## src/rtl/adc_spi_cfg_sequencer.sv

```systemverilog
// Drives 3-wire SPI register writes into ADC0: a boot-table walk on start,
// plus runtime single writes accepted only while idle (table walk has priority).
module adc_spi_cfg_sequencer #(
    parameter int unsigned NUM_REGS  = 4,
    parameter int unsigned IDX_W     = 8,
    parameter int unsigned SCLK_HALF = 50,
    parameter int unsigned GAP_CYC   = 8
) (
    input  logic             clk,
    input  logic             reset,
    input  logic             start,
    output logic             busy,
    output logic             done,
    output logic [IDX_W-1:0] tbl_idx,
    input  logic [12:0]      tbl_addr,
    input  logic [7:0]       tbl_data,
    input  logic             wr_valid,
    output logic             wr_ready,
    input  logic [12:0]      wr_addr,
    input  logic [7:0]       wr_data,
    output logic             ADC0_CSB,
    output logic             ADC0_SCLK,
    output logic             ADC0_SDIO
);
    localparam int unsigned FRAME_W = 24;
    localparam int unsigned PERIOD  = 2 * SCLK_HALF;
    localparam int unsigned CNT_MAX = (PERIOD > GAP_CYC) ? PERIOD : GAP_CYC;
    localparam int unsigned CNT_W   = $clog2(CNT_MAX + 1);
    localparam int unsigned BIT_W   = 5;

    typedef enum logic [2:0] {IDLE, LOAD, CS_SETUP, SHIFT, CS_HOLD, GAP} state_t;

    state_t             state_q, state_d;
    logic [CNT_W-1:0]   cnt_q, cnt_d;
    logic [BIT_W-1:0]   bit_q, bit_d;
    logic [FRAME_W-1:0] sh_q, sh_d;
    logic               mode_tbl_q, mode_tbl_d;
    logic [IDX_W-1:0]   idx_d;
    logic               busy_d, done_d, csb_d, sclk_d, sdio_d;

    // Single-write handshake; start in the same cycle takes precedence.
    assign wr_ready = (state_q == IDLE) && !start;

    // State and registered outputs.
    always_ff @(posedge clk) begin
        if (!reset) begin
            state_q    <= IDLE;
            cnt_q      <= '0;
            bit_q      <= '0;
            sh_q       <= '0;
            mode_tbl_q <= 1'b0;
            tbl_idx    <= '0;
            busy       <= 1'b0;
            done       <= 1'b0;
            ADC0_CSB   <= 1'b1;
            ADC0_SCLK  <= 1'b0;
            ADC0_SDIO  <= 1'b0;
        end else begin
            state_q    <= state_d;
            cnt_q      <= cnt_d;
            bit_q      <= bit_d;
            sh_q       <= sh_d;
            mode_tbl_q <= mode_tbl_d;
            tbl_idx    <= idx_d;
            busy       <= busy_d;
            done       <= done_d;
            ADC0_CSB   <= csb_d;
            ADC0_SCLK  <= sclk_d;
            ADC0_SDIO  <= sdio_d;
        end
    end

    // Next-state logic; pin values are decoded from the next state so they land registered.
    always_comb begin
        state_d    = state_q;
        cnt_d      = cnt_q;
        bit_d      = bit_q;
        sh_d       = sh_q;
        mode_tbl_d = mode_tbl_q;
        idx_d      = tbl_idx;
        done_d     = 1'b0;

        unique case (state_q)
            IDLE: begin
                cnt_d = '0;
                bit_d = '0;
                if (start) begin
                    state_d    = LOAD;
                    idx_d      = '0;
                    mode_tbl_d = 1'b1;
                end else if (wr_valid) begin
                    sh_d       = {3'b000, wr_addr, wr_data};
                    state_d    = CS_SETUP;
                    mode_tbl_d = 1'b0;
                end
            end
            LOAD: begin
                sh_d    = {3'b000, tbl_addr, tbl_data};
                cnt_d   = '0;
                state_d = CS_SETUP;
            end
            CS_SETUP: begin
                if (cnt_q == CNT_W'(SCLK_HALF - 1)) begin
                    cnt_d   = '0;
                    bit_d   = '0;
                    state_d = SHIFT;
                end else begin
                    cnt_d = cnt_q + CNT_W'(1);
                end
            end
            SHIFT: begin
                // Period end is the SCLK fall: advance the frame there, well away from the rise.
                if (cnt_q == CNT_W'(PERIOD - 1)) begin
                    cnt_d = '0;
                    sh_d  = {sh_q[FRAME_W-2:0], 1'b0};
                    if (bit_q == BIT_W'(FRAME_W - 1)) begin
                        state_d = CS_HOLD;
                    end else begin
                        bit_d = bit_q + BIT_W'(1);
                    end
                end else begin
                    cnt_d = cnt_q + CNT_W'(1);
                end
            end
            CS_HOLD: begin
                if (cnt_q == CNT_W'(SCLK_HALF - 1)) begin
                    cnt_d   = '0;
                    state_d = GAP;
                end else begin
                    cnt_d = cnt_q + CNT_W'(1);
                end
            end
            GAP: begin
                if (cnt_q == CNT_W'(GAP_CYC - 1)) begin
                    cnt_d = '0;
                    if (mode_tbl_q && (tbl_idx < IDX_W'(NUM_REGS - 1))) begin
                        idx_d   = tbl_idx + IDX_W'(1);
                        state_d = LOAD;
                    end else begin
                        state_d = IDLE;
                        done_d  = mode_tbl_q;
                    end
                end else begin
                    cnt_d = cnt_q + CNT_W'(1);
                end
            end
            default: state_d = IDLE;
        endcase

        busy_d = (state_d != IDLE);
        csb_d  = !((state_d == CS_SETUP) || (state_d == SHIFT) || (state_d == CS_HOLD));
        sclk_d = (state_d == SHIFT) && (cnt_d >= CNT_W'(SCLK_HALF));
        sdio_d = ((state_d == CS_SETUP) || (state_d == SHIFT)) ? sh_d[FRAME_W-1] : 1'b0;
    end
endmodule
```

## config.mk

```make
export PLATFORM = sky130hd
export DESIGN_NAME = adc_spi_cfg_sequencer
export DESIGN_NICKNAME = d
export VERILOG_FILES = /design/src/rtl/adc_spi_cfg_sequencer.sv
export SDC_FILE = /design/constraint.sdc
export NUM_CORES = 1
export LEC_CHECK = 0
export ABC_CLOCK_PERIOD_IN_PS = 5400
export BUFFER_PORTS_ARGS = -buffer_cell sky130_fd_sc_hd__buf_2
export CORE_ASPECT_RATIO = 0.75
export CORE_UTILIZATION = 50
export DETAILED_ROUTE_END_ITERATION = 8
export GPL_TIMING_DRIVEN = 0
export PLACE_DENSITY = 0.75
export SLEW_MARGIN = 20
export SYNTH_ARGS = -nofsm -noshare
export SYNTH_HDL_FRONTEND = slang
export SYNTH_SLANG_ARGS = --single-unit
export TNS_END_PERCENT = 5
```

## constraint.sdc

```tcl
create_clock -name clk -period 5.4 [get_ports clk]
set_input_delay 0.54 -clock clk [delete_from_list [all_inputs] [get_ports clk]]
set_output_delay 0.54 -clock clk [all_outputs]
set_load 0.02 [all_outputs]
```

==> results of run 1 <==
-- cells in the final DEF, fill, tap and decap left out, types with 2 or more instances in the layout --
master / count
a21o_1: 2
a21oi_1: 32
a222oi_1: 21
a22oi_1: 3
a41oi_1: 2
and3_1: 5
buf_2: 59
clkbuf_1: 19
clkbuf_8: 5
dfxtp_1: 53
ha_1: 4
inv_1: 7
mux2i_1: 2
nand2_1: 36
nand2b_1: 3
nand3_1: 6
nand3b_1: 3
nor2_1: 23
nor2b_1: 3
nor3_1: 5
nor4_1: 3
o211ai_1: 4
o21ai_0: 8
o22ai_1: 2
o31ai_1: 3
o32ai_1: 2
or4_1: 5
xor2_1: 4
-- registers in the layout (all words and copies together), names as in the netlist --
signal / flops
done: 1
ADC0_SDIO: 1
bit_q: 5
sh_q: 24
ADC0_CSB: 1
state_q: 3
cnt_q: 7
ADC0_SCLK: 1
tbl_idx: 8
mode_tbl_q: 1
busy: 1
-- layer usage --
metal	vias to the layer above	wire length, µm
li1	1234	-
met1	1198	3210
met2	91	2850
met3	12	386
met4	0	74
met5	-	0
-- synthesized netlist by cell type, types with 2 or more instances --
cell       n
inv_1      7
nor4_1     3
o21ai_0    8
a222oi_1  21
a21oi_1   32
mux2i_1    2
a21o_1     2
o211ai_1   4
nand3b_1   3
nand3_1    6
nor3_1     5
xor2_1     4
o31ai_1    3
and3_1     5
nand2b_1   3
or4_1      5
o32ai_1    2
o22ai_1    2
ha_1       4
a41oi_1    2
nor2_1    23
a22oi_1    3
nand2_1   36
clkbuf_1  18
dfxtp_1   53
nor2b_1    3
-- cell type report --
cell class / count / area, µm² / area share (%)
multi-input cells: 211 / 1380 / 45.7
clock buffers: 6 / 72.6 / 2.41
plain buffers: 18 / 67.6 / 2.24
repair buffers: 59 / 295 / 9.80
flip-flops and latches: 53 / 1060 / 35.2
inverters: 7 / 26.3 / 0.872
well taps: 60 / 75.1 / 2.49
clock inverters: 2 / 38.8 / 1.29
-- tightest hold or removal path: cells and delay by family, from the launching register on --
| kind | cells | cell delay, ns |
|---|---|---|
| AO/OA/AOI/OAI | 1 | 0.05 |
| flip-flops | 1 | 0.32 |
| AND/OR/NAND/NOR | 1 | 0.05 |
-- worst paths after layout --
kind,from,to,slack (ns),depth (start not counted)
min reg2reg,sh_q[3]$_SDFFE_PN0P_,sh_q[3]$_SDFFE_PN0P_,0.46,2
max reg2reg,cnt_q[0]$_SDFF_PN0_,ADC0_SDIO$_SDFF_PN0_,3.13,7
max,state_q[2]$_SDFF_PN0_,wr_ready,2.79,5
min,sh_q[3]$_SDFFE_PN0P_,sh_q[3]$_SDFFE_PN0P_,0.46,2
-- stage by stage --
step                hold WS, ns  total power, µW  cell area [µm²]
floorplan                 0.427              492             2530
detailed placement        0.449              532             2900
CTS                       0.464              796             3010
global route              0.477              832             3010
global placement          0.443              529             2900
finish                    0.463              794             3010
-- power by group through the flow --
stage / combinational [µW] / sequential, µW / clock (µW)
finish: 108 / 417 / 270
global route: 118 / 419 / 295
CTS: 107 / 417 / 273
detailed placement: 106 / 426 / 0
global placement: 104 / 425 / 0
floorplan: 66.6 / 425 / 0
-- logic make-up (layout without fill, tap and decap cells) --
logic type	count (synthesis)	count (layout)	share of synthesized area (%)
adders and majority gates	5	5	2.37
AOI/OAI and AO/OA	94	94	27.8
buffers and inverters	25	92	3.71
xor gates and xnor gates	5	5	1.73
DFF	53	53	41.9
muxes	2	2	0.791
and+or+nand+nor	105	105	21.7
==> run summary, run 1 <==
Clock transition at path regs: 0.10 ns
WL final: 6520 µm
Mapped Cells: 289
Yosys reg bits: 53
DIE AREA: 5350 µm²
FMAX: 383 MHz
Post-Route Utilization: 61.8%
EDFF count, synth: 0
pin slew with the least headroom to its limit: 0.691 ns
count of cell types in the netlist: 56
antenna violations before repair: 0
Placer Congestion: 0.906
clock power share: 33.9%
Core ar.: 4870 µm²
All-Layer GR Usage: 24.5%
CTS sink cnt: 53
vias per cell: 6.09
Int Pwr: 590 µW
# H-tree levels: 2
met3 usage: 4.72%
Initial Util: 52.0%
crit end category: output port
GRT Residual Overflow: 0
Synth Net Count: 339
Max Cap Viol: 0
Die X: 84.2 µm
setup TNS: 0 ns
PwrDens: 264 nW/µm²
CP Class: flip-flop to output port
wire length of the first global-routing pass: 10500 µm
Placement Setup Slack: 3.16 ns
CP max stage delay: 0.42 ns
CTS tree: done
Non-Filler Instances: 416
CTS max path bufs: 2
Comb power frac: 13.6%
largest net degree at the start of global routing: 17
post_cts resized: 0
Slew headroom: 53.5%
min Tclk post-route: 2.61 ns
net load switching power: 204 µW
CP max-delay cell: clkbuf_1
wire per inst: 15.7 µm
Data required, critical path: 4.86 ns
Most used DFF post-synth: dfxtp_1
Nets: 405
most crowded layer after global routing: met1
Cells after DPL: 408
drt drc: 4
First-pass DRT Iterations: 9
fillers: 436
mapped cell area: 2530 µm²
# rows: 22
Worst path most repeated cell: clkbuf_1
Fin. Hold Viols: 0
Arr. time, crit path: 2.07 ns
area leader, netlist: dfxtp_1
sequential fraction of the synthesis area: 41.9%
period utilisation layout: 48.4%
Yosys top cell area share: 41.9%
area delta synth->final: 19.0%
Clock Latency Late Sink: 0.31 ns
share of cells above drive strength 1: 22.2%
Worst Hold Class: flip-flop to flip-flop
vias: 2535
Avg Inst Size Synth: 8.76 µm²
peak fanout along the critical path: 10
# IOs: 60
failing checks: design-rule violations
Clk Tree Root Cell: clkbuf_8
die height: 63.6 µm
P_leak: 0.00118 µW
post-route ant nets: 0
CP cell instances: clkbuf_1, clkbuf_1, clkbuf_1, nor4_1, buf_2
hold-fix buffers at CTS: 0
Yosys Warn Count: 0
initial drt markers: 333
Ant. Diodes: 0
HPWL Detailed: 4700 µm
M2 GR Usage: 35.8%
Startpoint Class: flip-flop
Net Sw Frac: 25.7%
top post-synthesis cells by area: dfxtp_1, a222oi_1, a21oi_1
gate family responsible for the most delay along the worst path: buffers and inverters
final slew viol count: 0
vias in the first global route: 2139
RSZ-0062 raised after global routing: no
Setup-failing EPs final: 0
Port Buffers: 59
Worst Clk Skew: 0.00878 ns
Post-CTS Setup Bufs: 0
VDD IR max: 0.133 mV
CP bufs+invs: 4
GR Util met1: 36.2%
share of total power in sequential cells: 52.5%
CTS Buf Count: 5
Post-synth ARST share: 0%
outcome: complete, but fails checks
final worst slack: 2.79 ns
Note: power is estimated with default switching activity, not from simulation.
==> inputs of run 2 (changes only) <==
--- a/config.mk
+++ b/config.mk
@@ -5,10 +5,11 @@
 export SDC_FILE = /design/constraint.sdc
 export NUM_CORES = 1
 export LEC_CHECK = 0
-export ABC_CLOCK_PERIOD_IN_PS = 5400
+export ABC_AREA = 1
+export ABC_CLOCK_PERIOD_IN_PS = 2250
 export BUFFER_PORTS_ARGS = -buffer_cell sky130_fd_sc_hd__buf_2
 export CORE_ASPECT_RATIO = 0.75
-export CORE_UTILIZATION = 50
+export CORE_UTILIZATION = 48
 export DETAILED_ROUTE_END_ITERATION = 8
 export GPL_TIMING_DRIVEN = 0
 export PLACE_DENSITY = 0.75
==> constraint.sdc (replaced) <==
create_clock -name clk -period 2.25 [get_ports clk]
set_input_delay 0.225 -clock clk [delete_from_list [all_inputs] [get_ports clk]]
set_output_delay 0.225 -clock clk [all_outputs]
set_load 0.02 [all_outputs]
==> run summary, run 2 <==
vias: 2541 (was 2535)
HPWL Detailed: 4760 µm (was 4700 µm)
CTS max path bufs: 2 (unchanged)
area leader, netlist: dfxtp_1 (unchanged)
CP Class: flip-flop to flip-flop (was flip-flop to output port)
Design Power: 2140 µW (was 794 µW)
CP max-delay cell: dfxtp_1 (was clkbuf_1)
First-pass DRT Iterations: 6 (was 9)
# H-tree levels: 2 (unchanged)
Most used DFF post-synth: dfxtp_1 (unchanged)
post-route ant nets: 0 (unchanged)
Placer Congestion: 0.836 (was 0.906)
Clock Latency Late Sink: 0.31 ns (about the same)
area delta synth->final: 19.4% (was 19.0%)
GRT Residual Overflow: 0 (unchanged)
Data required, critical path: 2.42 ns (was 4.86 ns)
Port Buffers: 59 (unchanged)
Fin. Hold Viols: 0 (unchanged)
fillers: 455 (was 436)
antenna violations before repair: 0 (unchanged)
DIE AREA: 5630 µm² (was 5350 µm²)
CTS Buf Count: 5 (unchanged)
share of cells above drive strength 1: 22.5% (was 22.2%)
drt drc: 0 (was 4)
Clock transition at path regs: 0.10 ns (about the same)
Startpoint Class: flip-flop (unchanged)
P_leak: 0.00134 µW (was 0.00118 µW)
CP bufs+invs: 2 (was 4)
Die X: 86.3 µm (was 84.2 µm)
wire per inst: 12.9 µm (was 15.7 µm)
Initial Util: 51.1% (was 52.0%)
Worst Hold Class: primary input to flip-flop (was flip-flop to flip-flop)
CP cell instances: ha_1, nand2_1, inv_1, nand3_4, inv_2, a21oi_1, nor2_1, nand3_1, nor2_1, a21oi_1 (was clkbuf_1, clkbuf_1, clkbuf_1, nor4_1, buf_2)
Slew headroom: 63.6% (was 53.5%)
gate family responsible for the most delay along the worst path: simple AND/OR/NAND/NOR gates (was buffers and inverters)
area of the multi-input gates: 1290 µm² (was 1380 µm²)
Yosys Warn Count: 0 (unchanged)
Largest register FFs: 24 (unchanged)
# IOs: 60 (unchanged)
most frequent cell after synthesis: nand2_1 (was dfxtp_1)
sequential fraction of the synthesis area: 41.5% (was 41.9%)
Synth top cells by count: nand2_1, dfxtp_1, nor2_1 (was dfxtp_1, nand2_1, a21oi_1)
peak fanout along the critical path: 7 (was 10)
CTS tree: done (unchanged)
Worst Clk Skew: 0.0122 ns (was 0.00878 ns)
All-Layer GR Usage: 24.2% (was 24.5%)
Cells after DPL: 478 (was 408)
register area: 1060 µm² (unchanged)
Top reg by flops: sh_q (unchanged)
Setup-failing EPs final: 0 (unchanged)
initial drt markers: 195 (was 333)
VDD IR max: 0.397 mV (was 0.133 mV)
PwrDens: 700 nW/µm² (was 264 nW/µm²)
Post-synth ARST share: 0% (unchanged)
die height: 65.2 µm (was 63.6 µm)
top post-synthesis cells by area: dfxtp_1, nand2_1, nor2_1 (was dfxtp_1, a222oi_1, a21oi_1)
min Tclk post-route: 1.79 ns
Clk Tree Root Cell: clkbuf_8 (unchanged)
Nets: 463 (was 405)
FMAX: 559 MHz
mapped cell area: 2560 µm² (was 2530 µm²)
Min Hold Slack: 0.207 ns (was 0.463 ns)
Yosys top cell area share: 41.5% (was 41.9%)
setup TNS: 0 ns (unchanged)
wire length of the first global-routing pass: 10500 µm (about the same)
Non-Filler Instances: 486 (was 416)
CP max stage delay: 0.41 ns (was 0.42 ns)
Synth Net Count: 397 (was 339)
RSZ-0062 raised after global routing: no (unchanged)
outcome: finished, final reports clean (was complete, but fails checks)
Ant. Diodes: 0 (unchanged)
final slew viol count: 0 (unchanged)
vias per cell: 5.23 (was 6.09)
Max Cap Viol: 0 (unchanged)
Core ar.: 5010 µm² (was 4870 µm²)
Mapped Cells: 347 (was 289)
most frequent cells in the layout: nand2_1, buf_2, dfxtp_1 (was buf_2, dfxtp_1, nand2_1)
Post-CTS Setup Bufs: 0 (unchanged)
Arr. time, crit path: 1.96 ns (was 2.07 ns)
biggest regs: sh_q (24), tbl_idx (8), cnt_q (7) (unchanged)
vias in the first global route: 2265 (was 2139)
largest net degree at the start of global routing: 17 (unchanged)
commonest non-fill, non-tap cell in the layout: nand2_1 (was buf_2)
hold-fix buffers at CTS: 0 (unchanged)
Yosys reg bits: 53 (unchanged)
post_cts resized: 0 (unchanged)
pin slew with the least headroom to its limit: 0.546 ns (was 0.691 ns)
CTS sink cnt: 53 (unchanged)
EDFF count, synth: 0 (unchanged)
period utilisation layout: 79.4%
crit end category: flip-flop (was output port)
WL final: 6270 µm (was 6520 µm)
Avg Inst Size Synth: 7.37 µm² (was 8.76 µm²)
count of cell types in the netlist: 34 (was 56)
# rows: 22 (unchanged)
## run 2: cell types whose count changed after synthesis, sizes merged, moves of 11 or more
cell	before	now
nand2	36	91
inv	7	36
nand3	6	28
nor2	23	45
a21oi	32	11
a222oi	21	0
a31oi	1	14
a22oi	3	14
clkbuf	18	7
## run 2: layout make-up
| cell class | count | area share [%] |
|---|---|---|
| buffer | 13 | 2.29 |
| clock buffer | 6 | 2.38 |
| clock inverter | 2 | 1.27 |
| inverter | 36 | 4.42 |
| multi-input combinational | 245 | 42.3 |
| sequential | 53 | 34.7 |
| tap | 72 | 2.95 |
| timing repair buffer | 59 | 9.66 |
## run 2: path summary, 6_finish.rpt
kind	cells after the start	endpoint	slack [ns]	start
setup / recovery	10	busy$_SDFF_PN0_	0.46	cnt_q[0]$_SDFF_PN0_
hold / removal	3	sh_q[1]$_SDFFE_PN0P_	0.21	wr_data[1]
setup reg to reg	10	busy$_SDFF_PN0_	0.46	cnt_q[0]$_SDFF_PN0_
hold reg to reg	2	tbl_idx[5]$_SDFFE_PN0P_	0.46	tbl_idx[5]$_SDFFE_PN0P_
## run 2: metal layers
metal  vias to the layer above  track usage (%)  routed length [µm]
met5                         -                0                   0
met4                         0             6.88                  54
met3                         5             4.40                 359
met2                        81             35.3                2610
met1                      1164             36.1                3240
li1                       1291                -                   -
## run 2: cells by family (layout without fill, tap and decap cells)
family                     Yosys count  in the layout  synth area share [%]
and+or+nand+nor                    176            176                  30.9
AOI/OAI and AO/OA                   59             59                  15.6
DFF                                 53             53                  41.5
buffers and inverters               49            116                  8.02
xor gates and xnor gates             6              6                  2.05
adders and majority gates            4              4                  1.96
## run 2: power breakdown
part | internal (µW) | switching (µW) | leakage (µW)
combinational | 163 | 276 | 0.000849
clock | 334 | 316 | 0.0000554
sequential | 1010 | 43.0 | 0.000432
total | 1510 | 635 | 0.00134
## run 2: worst register-to-register path, delay by kind of cell, from the launching register on
family	cells	cell delay [ns]
flops	1	0.41
fa+ha+maj	1	0.22
compound gates	2	0.19
simple gates	5	0.60
buf+inv	2	0.24
## run 2: metrics by stage
| step | utilization (%) | worst slack (ns) | area, µm² |
|---|---|---|---|
| after detailed placement | 58.8 | 0.489 | 2940 |
| after CTS | 61.0 | 0.475 | 3060 |
| after floorplan | - | 0.721 | 2560 |
| after global placement | 58.8 | 0.482 | 2940 |
| final | 61.0 | 0.462 | 3060 |
| after global routing | 61.0 | 0.230 | 3060 |
==> inputs of run 3 (changes only) <==
--- a/config.mk
+++ b/config.mk
@@ -6,7 +6,7 @@
 export NUM_CORES = 1
 export LEC_CHECK = 0
 export ABC_AREA = 1
-export ABC_CLOCK_PERIOD_IN_PS = 2250
+export ABC_CLOCK_PERIOD_IN_PS = 1600
 export BUFFER_PORTS_ARGS = -buffer_cell sky130_fd_sc_hd__buf_2
 export CORE_ASPECT_RATIO = 0.75
 export CORE_UTILIZATION = 48
==> constraint.sdc (replaced) <==
create_clock -name clk -period 1.6 [get_ports clk]
set_input_delay 0.16 -clock clk [delete_from_list [all_inputs] [get_ports clk]]
set_output_delay 0.16 -clock clk [all_outputs]
set_load 0.02 [all_outputs]
==> run summary, run 3 (synthesis results as in run 2) <==
share of cells above drive strength 1: 32.9% (was 22.5%)
R2R Setup Slk: -0.03 ns (was 0.46 ns)
Largest register FFs: 24 (unchanged)
Data required, critical path: 1.81 ns (was 2.42 ns)
largest net degree at the start of global routing: 17 (unchanged)
Startpoint Class: flip-flop (unchanged)
Clock Latency Late Sink: 0.31 ns (about the same)
Arr. time, crit path: 1.84 ns (was 1.96 ns)
die height: 65.2 µm (unchanged)
CTS Buf Count: 5 (unchanged)
wire length of the first global-routing pass: 10700 µm (was 10500 µm)
vias: 2629 (was 2541)
# IOs: 60 (unchanged)
biggest regs: sh_q (24), tbl_idx (8), cnt_q (7) (unchanged)
vias per cell: 5.28 (was 5.23)
pin slew with the least headroom to its limit: 0.550 ns (was 0.546 ns)
P_leak: 0.00142 µW (was 0.00134 µW)
fillers: 435 (was 455)
# rows: 22 (unchanged)
Max Cap Viol: 0 (unchanged)
CTS tree: done (unchanged)
initial drt markers: 190 (was 195)
Reg-to-Reg Start: cnt_q[0]$_SDFF_PN0_ (unchanged)
RSZ-0062 raised after global routing: yes (was no)
peak fanout along the critical path: 4 (was 7)
Worst Clk Skew: 0.0158 ns (was 0.0122 ns)
outcome: complete, but fails checks (was finished, final reports clean)
All-Layer GR Usage: 24.7% (was 24.2%)
commonest non-fill, non-tap cell in the layout: nand2_1 (unchanged)
most frequent cells in the layout: nand2_1, buf_2, dfxtp_1 (unchanged)
final worst slack: -0.0320 ns (was 0.462 ns)
crit end category: flip-flop (unchanged)
min Tclk post-route: 1.63 ns (was 1.79 ns)
# H-tree levels: 2 (unchanged)
VDD IR max: 0.598 mV (was 0.397 mV)
antenna violations before repair: 0 (unchanged)
period utilisation layout: 102% (was 79.4%)
Initial Util: 51.1% (unchanged)
wire per inst: 13.6 µm (was 12.9 µm)
Clock transition at path regs: 0.10 ns (about the same)
DIE AREA: 5630 µm² (unchanged)
First-pass DRT Iterations: 5 (was 6)
Setup-failing EPs final: 1 (was 0)
WL final: 6750 µm (was 6270 µm)
Nets: 475 (was 463)
Port Buffers: 59 (unchanged)
Slew headroom: 63.3% (was 63.6%)
Worst Min Path Start: wr_data[1] (unchanged)
drt drc: 0 (unchanged)
CP Class: flip-flop to flip-flop (unchanged)
Setup crit start: cnt_q[0]$_SDFF_PN0_ (unchanged)
area delta synth->final: 28.9% (was 19.4%)
Placement Setup Slack: -0.161 ns (was 0.489 ns)
Fin. Hold Viols: 0 (unchanged)
Die X: 86.3 µm (unchanged)
CTS sink cnt: 53 (unchanged)
failing checks: negative setup slack
Post-DP Area: 2940 µm² (unchanged)
Clk Tree Root Cell: clkbuf_8 (unchanged)
vias in the first global route: 2325 (was 2265)
Min Hold Slack: 0.140 ns (was 0.207 ns)
post-route cell area: 3300 µm² (was 3060 µm²)
GRT Residual Overflow: 0 (unchanged)
Top reg by flops: sh_q (unchanged)
FMAX: 613 MHz (was 559 MHz)
post-route ant nets: 0 (unchanged)
PwrDens: 947 nW/µm² (was 700 nW/µm²)
HPWL Detailed: 4760 µm (unchanged)
Worst Hold Class: primary input to flip-flop (unchanged)
final slew viol count: 0 (unchanged)
Core ar.: 5010 µm² (unchanged)
Placer Congestion: 0.836 (unchanged)
Ant. Diodes: 0 (unchanged)
CTS max path bufs: 2 (unchanged)
==> run 3: cell count changes in the layout (fill, tap and decap cells not counted), sizes merged <==
cell	before	now
clkbuf	13	14
buf	65	76
==> run 3: where the power goes <==
| part | switching [µW] | leakage, µW | internal, µW |
|---|---|---|---|
| Clock | 455 | 0.0000554 | 471 |
| Combinational | 428 | 0.000935 | 287 |
| Sequential | 63.1 | 0.000435 | 1420 |
| Total | 946 | 0.00143 | 2180 |
==> run 3: per-layer routing <==
layer,share of wire (%),track usage (%),wire length [µm]
met1,48,36.6,3270
met2,43,36.5,2920
met5,0,0,0
met4,1.0,6.88,68
met3,7.3,4.40,495
==> run 3: final cells by class <==
class                   instances  area (µm²)  area share, %
clock inverters                 2        38.8           1.18
clock buffers                   6        72.6           2.20
plain buffers                  13        78.8           2.39
multi-input cells             245        1420           42.9
inverters                      36         143           4.32
flip-flops and latches         53        1070           32.5
well taps                      72        90.1           2.73
repair buffers                 71         385           11.7
==> run 3: repair_timing <==
action	CTS	global route
setup buffers	5	6
setup endpoints to repair	39	39
hold buffers	0	0
resized for setup	9	42
pin swaps	5	14
cloned	0	1
==> run 3: critical path: stages, from the launching register on <==
cell and delay (ns):
dfxtp_4 0.39, ha_4 0.15, nand2_2 0.05, inv_2 0.06
nand3_4 0.14, buf_4 0.18, nand3_1 0.06, nand3_1 0.10
nor2_2 0.14, nand3_2 0.12, nand2_2 0.09, a21oi_2 0.05
==> run 3: per-stage QoR <==
stage | utilization (%) | power [µW] | setup TNS, ns | instances
2_1_floorplan | - | 1920 | 0 | 347
3_3_place_gp | 58.8 | 2100 | -1.88 | 478
3_5_place_dp | 58.8 | 2120 | -2.67 | 478
4_1_cts | 62.2 | 3040 | -0.00827 | 491
5_1_grt | 65.8 | 3280 | -0.433 | 498
6_report | 65.8 | 3120 | -0.0320 | 498
==> run 3: worst paths after layout <==
check,to,depth (start not counted)
setup / recovery,ADC0_SCLK$_SDFF_PN0_,11
hold / removal,sh_q[1]$_SDFFE_PN0P_,3
setup reg to reg,ADC0_SCLK$_SDFF_PN0_,11
hold reg to reg,tbl_idx[5]$_SDFFE_PN0P_,2
